<file path="config.mk">
export PLATFORM = sky130hd
export DESIGN_NAME = tmdsencode
export DESIGN_NICKNAME = d
export VERILOG_FILES = /design/src/rtl/tmdsencode.sv
export SDC_FILE = /design/constraint.sdc
export NUM_CORES = 1
export LEC_CHECK = 0
export CORE_AREA = 2 2 83 77
export CTS_CLUSTER_SIZE = 10
export DETAILED_ROUTE_END_ITERATION = 10
export DIE_AREA = 0 0 85 79
export PLACE_DENSITY = 0.67
export SETUP_SLACK_MARGIN = 0.02
export SKIP_LAST_GASP = 1
export SLEW_MARGIN = 10
export SYNTH_ARGS = -nofsm -noshare
export SYNTH_HDL_FRONTEND = slang
export SYNTH_SLANG_ARGS = --single-unit
</file>
<file path="constraint.sdc">
create_clock -name i_clk -period 2.25 [get_ports i_clk]
set_input_delay 0.5625 -clock i_clk [delete_from_list [all_inputs] [get_ports i_clk]]
set_output_delay 0.5625 -clock i_clk [all_outputs]
set_load 0.01 [all_outputs]
</file>
<file path="src/rtl/tmdsencode.sv">
// tmdsencode: one TMDS lane encoder. It turns control, video, TERC4 and guard
// symbols into 10-bit words and tracks the DC running disparity of the video
// stream. The pipeline is two stages deep: S1 does the transition-minimising
// step and S2 does DC balancing and the output word.
// o_word is bit-reversed relative to the DVI q_out numbering, so o_word[9]
// carries q_out[0] and is the first bit sent by the serializer.
module tmdsencode #(
  parameter int CHANNEL = 0
) (
  input  logic       i_clk,
  input  logic       i_reset_n,
  input  logic [1:0] i_mode,
  input  logic [1:0] i_ctl,
  input  logic [3:0] i_aux,
  input  logic [7:0] i_pix,
  output logic [9:0] o_word
);

  localparam logic [1:0] MODE_CTL   = 2'b00;
  localparam logic [1:0] MODE_VID   = 2'b01;
  localparam logic [1:0] MODE_TERC  = 2'b10;
  localparam logic [1:0] MODE_GUARD = 2'b11;

  // Symbol tables, expressed in DVI q_out bit order.
  localparam logic [9:0] CTL_Q [4] = '{10'h354, 10'h0AB, 10'h154, 10'h2AB};
  localparam logic [9:0] TERC4_Q [16] = '{
    10'h29C, 10'h263, 10'h2E4, 10'h2E2, 10'h171, 10'h11E, 10'h18E, 10'h13C,
    10'h2CC, 10'h139, 10'h19C, 10'h2C6, 10'h28E, 10'h271, 10'h163, 10'h2C3};
  localparam logic [9:0] GUARD_Q = (CHANNEL == 1) ? 10'h133 : 10'h2CC;

  function automatic logic [3:0] ones8(input logic [7:0] v);
    logic [3:0] n;
    n = '0;
    for (int i = 0; i < 8; i++) n = n + {3'b000, v[i]};
    return n;
  endfunction

  logic [3:0] pix_n1;
  logic       use_xnor;
  logic [8:0] qm_d;
  logic [3:0] qm_n1_d;

  // S1 combinational: choose XOR/XNOR chain to minimise transitions.
  always_comb begin
    pix_n1   = ones8(i_pix);
    use_xnor = (pix_n1 > 4'd4) || ((pix_n1 == 4'd4) && !i_pix[0]);
    qm_d     = '0;
    qm_d[0]  = i_pix[0];
    for (int i = 1; i < 8; i++) qm_d[i] = qm_d[i-1] ^ i_pix[i] ^ use_xnor;
    qm_d[8]  = ~use_xnor;
    qm_n1_d  = ones8(qm_d[7:0]);
  end

  logic [1:0] s1_mode;
  logic [1:0] s1_ctl;
  logic [3:0] s1_aux;
  logic [8:0] s1_qm;
  logic [3:0] s1_n1;

  // S1 registers; reset leaves a control/00 symbol in flight.
  always_ff @(posedge i_clk or negedge i_reset_n) begin
    if (!i_reset_n) begin
      s1_mode <= MODE_CTL;
      s1_ctl  <= 2'b00;
      s1_aux  <= '0;
      s1_qm   <= '0;
      s1_n1   <= '0;
    end else begin
      s1_mode <= i_mode;
      s1_ctl  <= i_ctl;
      s1_aux  <= i_aux;
      s1_qm   <= qm_d;
      s1_n1   <= qm_n1_d;
    end
  end

  logic signed [4:0] cnt;
  logic signed [4:0] cnt_nxt;
  logic signed [4:0] bal;
  logic        [4:0] n1x2;
  logic        [9:0] q_nxt;
  logic        [9:0] word_nxt;
  logic        [7:0] qm;
  logic              qm8;

  // S2 combinational: DC balancing for video, table lookup otherwise.
  // bal is n1-n0 of q_m[7:0]; any non-video symbol restarts disparity at 0.
  always_comb begin
    qm      = s1_qm[7:0];
    qm8     = s1_qm[8];
    n1x2    = {s1_n1, 1'b0};
    bal     = $signed(n1x2 - 5'd8);
    q_nxt   = CTL_Q[0];
    cnt_nxt = '0;
    case (s1_mode)
      MODE_CTL:   q_nxt = CTL_Q[s1_ctl];
      MODE_TERC:  q_nxt = TERC4_Q[s1_aux];
      MODE_GUARD: q_nxt = GUARD_Q;
      MODE_VID: begin
        if ((cnt == 5'sd0) || (bal == 5'sd0)) begin
          q_nxt   = {~qm8, qm8, (qm8 ? qm : ~qm)};
          cnt_nxt = qm8 ? (cnt + bal) : (cnt - bal);
        end else if (((cnt > 5'sd0) && (bal > 5'sd0)) ||
                     ((cnt < 5'sd0) && (bal < 5'sd0))) begin
          q_nxt   = {1'b1, qm8, ~qm};
          cnt_nxt = cnt - bal + (qm8 ? 5'sd2 : 5'sd0);
        end else begin
          q_nxt   = {1'b0, qm8, qm};
          cnt_nxt = cnt + bal - (qm8 ? 5'sd0 : 5'sd2);
        end
      end
    endcase
    word_nxt = '0;
    for (int k = 0; k < 10; k++) word_nxt[k] = q_nxt[9-k];
  end

  // S2 registers: output word and running disparity.
  always_ff @(posedge i_clk or negedge i_reset_n) begin
    if (!i_reset_n) begin
      o_word <= 10'h0AB;
      cnt    <= '0;
    end else begin
      o_word <= word_nxt;
      cnt    <= cnt_nxt;
    end
  end

endmodule
</file>
==> results of run 1 <==
## registers in the layout, summed over array words and instances (netlist names)
register / count
o_word: 10
s1_qm: 9
cnt: 4
s1_aux: 4
s1_n1: 4
s1_ctl: 2
s1_mode: 2
## layer usage
metal	share of wire, %	vias to the layer above	wire, um	GRT usage, %
met1	45	928	2420	23.3
met3	3.1	4	169	1.98
met5	0	-	0	0
li1	-	998	-	-
met2	51	37	2760	29.5
met4	0.85	0	46	3.81
## kinds of logic (layout without fill, tap and decap cells)
logic type,count (synthesis),in the layout
AOI/OAI and AO/OA,54,54
xor gates and xnor gates,28,28
adders and majority gates,38,38
buffers and inverters,47,117
DFF,35,35
muxes,3,3
and+or+nand+nor,56,56
## through the flow
step           cells  instance area, um2  utilization (%)
5_1_grt          403                3500             59.3
4_1_cts          402                3440             58.2
3_3_place_gp     386                3190             53.9
3_5_place_dp     386                3190             53.9
6_report         403                3500             59.3
2_1_floorplan    261                2610                -
## cell type report
class | instances | area [um2] | share of cell area [%]
Multi-Input combinational cell | 179 | 1650 | 47.0
Inverter | 38 | 155 | 4.43
Clock inverter | 2 | 37.5 | 1.07
Tap cell | 72 | 90.1 | 2.57
Sequential cell | 35 | 882 | 25.2
Clock buffer | 6 | 72.6 | 2.07
Timing Repair Buffer | 71 | 618 | 17.6
## critical path: cells and delay by family
family                     cells  cell delay, ps
AOI/OAI and AO/OA              2             300
xor gates and xnor gates       1             170
adders and majority gates     10            4280
buffers and inverters          7             350
and+or+nand+nor                1             200
## timing repair
item                                    4_1_cts  5_1_grt
buffers inserted                              9        4
endpoints found under the setup margin       12       12
resized for setup                            30       15
pin swaps                                    23       25
## power by group
group | internal [mW] | total [mW] | switching (mW)
combinational | 1.93 | 3.67 | 1.74
sequential | 0.850 | 0.959 | 0.109
clock | 0.330 | 0.554 | 0.223
total | 3.11 | 5.19 | 2.07
## worst min-delay path by stage
stage | startpoint | to | slack, ps | depth (start not counted)
floorplan | i_reset_n | cnt[1] | 270 | 0
global placement | s1_qm[4] | o_word[5] | 500 | 2
detailed placement | s1_qm[4] | o_word[5] | 510 | 2
CTS | s1_qm[4] | o_word[5] | 520 | 2
global route | i_pix[0] | s1_qm[0] | 520 | 2
finish | s1_qm[4] | o_word[5] | 520 | 2
## placed cells by master (no fill, tap or decap), types with 6 or more instances in the layout
| cell type | n |
|---|---|
| nand2_1 | 10 |
| xnor2_1 | 14 |
| inv_1 | 31 |
| o21ai_0 | 7 |
| buf_4 | 41 |
| nor2_1 | 20 |
| xor2_1 | 6 |
| fa_1 | 7 |
| nand2b_1 | 6 |
| ha_1 | 24 |
| inv_2 | 6 |
| dfrtp_1 | 30 |
| clkdlybuf4s50_1 | 24 |
| a21oi_1 | 21 |
==> metrics.txt, run 1 <==
worst setup margin=-3420 ps; critical path endpoint=s1_n1[1]; HPWL Detailed=about 4 mm; count leader, synth=inv_1; final setup violation count=9; dpl ws=-4240 ps; Post-Synth Adder-Cell Area=21.4%; critical path class=in2reg; Die X=around 85 um; Slowest-stage cell, CP=fa_1; highest cell delay on the worst timing path=approximately 540 ps; gr ovfl total=0; R2R Setup Slk=around 70 ps; Leak=1.61 nW; Slew @ Worst Pin=500 ps; Startpoint Class=primary input; Final TNS setup=-20090 ps; Post-DRT Antenna Nets=0; Hold Buf Count CTS=0; Max rail drop VDD=between 700 and 800 uV; first-pass GRT wire length=9.19 mm; min Tclk post-route=5670 ps; GRT Total Usage=between 10% and 20%; RSZ-0062 raised after global routing=yes; Starting Density=43.6%; syn nets=317; Synth Area in Compound Gates=roughly 14%; core box area=~5900 um2; Wirelength per Cell=between 10 and 15 um; worst-path cell chain=buf_12 > inv_12 > fa_1 > fa_1 > fa_1 > inv_1 > ha_2 > fa_1 > nor3b_2 > o21ai_1 > a21oi_2 > xnor2_1 > inv_1 > fa_1 > fa_1 > inv_2 > fa_1 > ha_4 > inv_2 > fa_2 > inv_2; CTS H-tree lvls=2; share of the synthesized area in the top cell type=~30%; CTS Root Cell=clkbuf_8; # clock sinks=35; DRT iter0 DRCs=79; Synth area leaders=dfrtp_1 (29%), ha_1 (14%), fa_1 (7.8%); Setup crit end kind=flip-flop; post-synthesis mux area share=approximately 1.8%; Critical Path RT=between 2000 and 2500 ps; area of the die=about 6700 um2; gpl congestion=0.869; Post-synth EDFFs=0; CTS Buffer Depth=2; synth warn=0; sequential area share after synthesis=between 30% and 40%; failing checks=negative setup slack; first-pass iteration count of the detailed router=4; setup skew after layout=around 11 ps; P per Cell Area=about 1500 nW/um2; die span in y=79 um; reg-to-reg endpoint=cnt[4]; most frequent cell on the critical path=fa_1; vias in the first global route=~2.0k; largest net degree at the start of global routing=36; Fillers=490; main combinational cell family by area after synthesis=adder cells; worst hold margin=~520 ps; Hold Crit Class=reg2reg; R2R depth=7; Syn Area/Cell=9.87 um2; total power=a little over 5 mW; worst rel slew slack=66.7%; CTS buffer count=5; CP Launch Point=i_pix[0]; Synth Instances=roughly 260; fin crit share=252%; outcome=complete, but fails checks; DRC violations left=0; num ports=28; Rows=27; I/O Buffers=27; Synth area leader=dfrtp_1; count of state elements after synthesis=35; Vias/cell=a little under 5; WP data arrival=roughly 5900 ps; crit path max fanout=3; library cells used by synthesis=42; max_cap viols=0; simple-gate portion of the synthesized area=between 10% and 20%; final wirelength=roughly 5.4 mm; f_max=roughly 0.18 GHz; Critical R2R Launch=s1_n1[0]; clock latency at the later pin of the worst-skew pair=between 200 and 300 ps; Antenna diodes=0; ys flop type=dfrtp_1; CTS tree=done; Worst-path clk slew=80 ps; commonest cells in the netlist=inv_1 (38), dfrtp_1 (30), ha_1 (28); nets=386; Synth Area in XOR/XNOR=10.6%; Via Count=slightly below 2k; final hold viol count=0; Post-synth ARST share=between 90% and 100%; Synth Cell Area=approximately 2600 um2; area delta synth->final=36.1%; initial antenna violation count=0; layout cells sized above 1=between 20% and 30%; max-slew violations=0
No activity file was read; power rests on OpenSTA's default activity.
==> run 2, diff against run 1 <==
- GPL_ROUTABILITY_DRIVEN: not set -> 0
==> results of run 2 <==
No change in the layout: final DEF, timing and power equal those of run 1.
==> run 3, diff against run 2 <==
- CAP_MARGIN: not set -> 20
- GPL_ROUTABILITY_DRIVEN: 0 -> not set
==> results of run 3 <==
No change in the layout: final DEF, timing and power equal those of run 1.
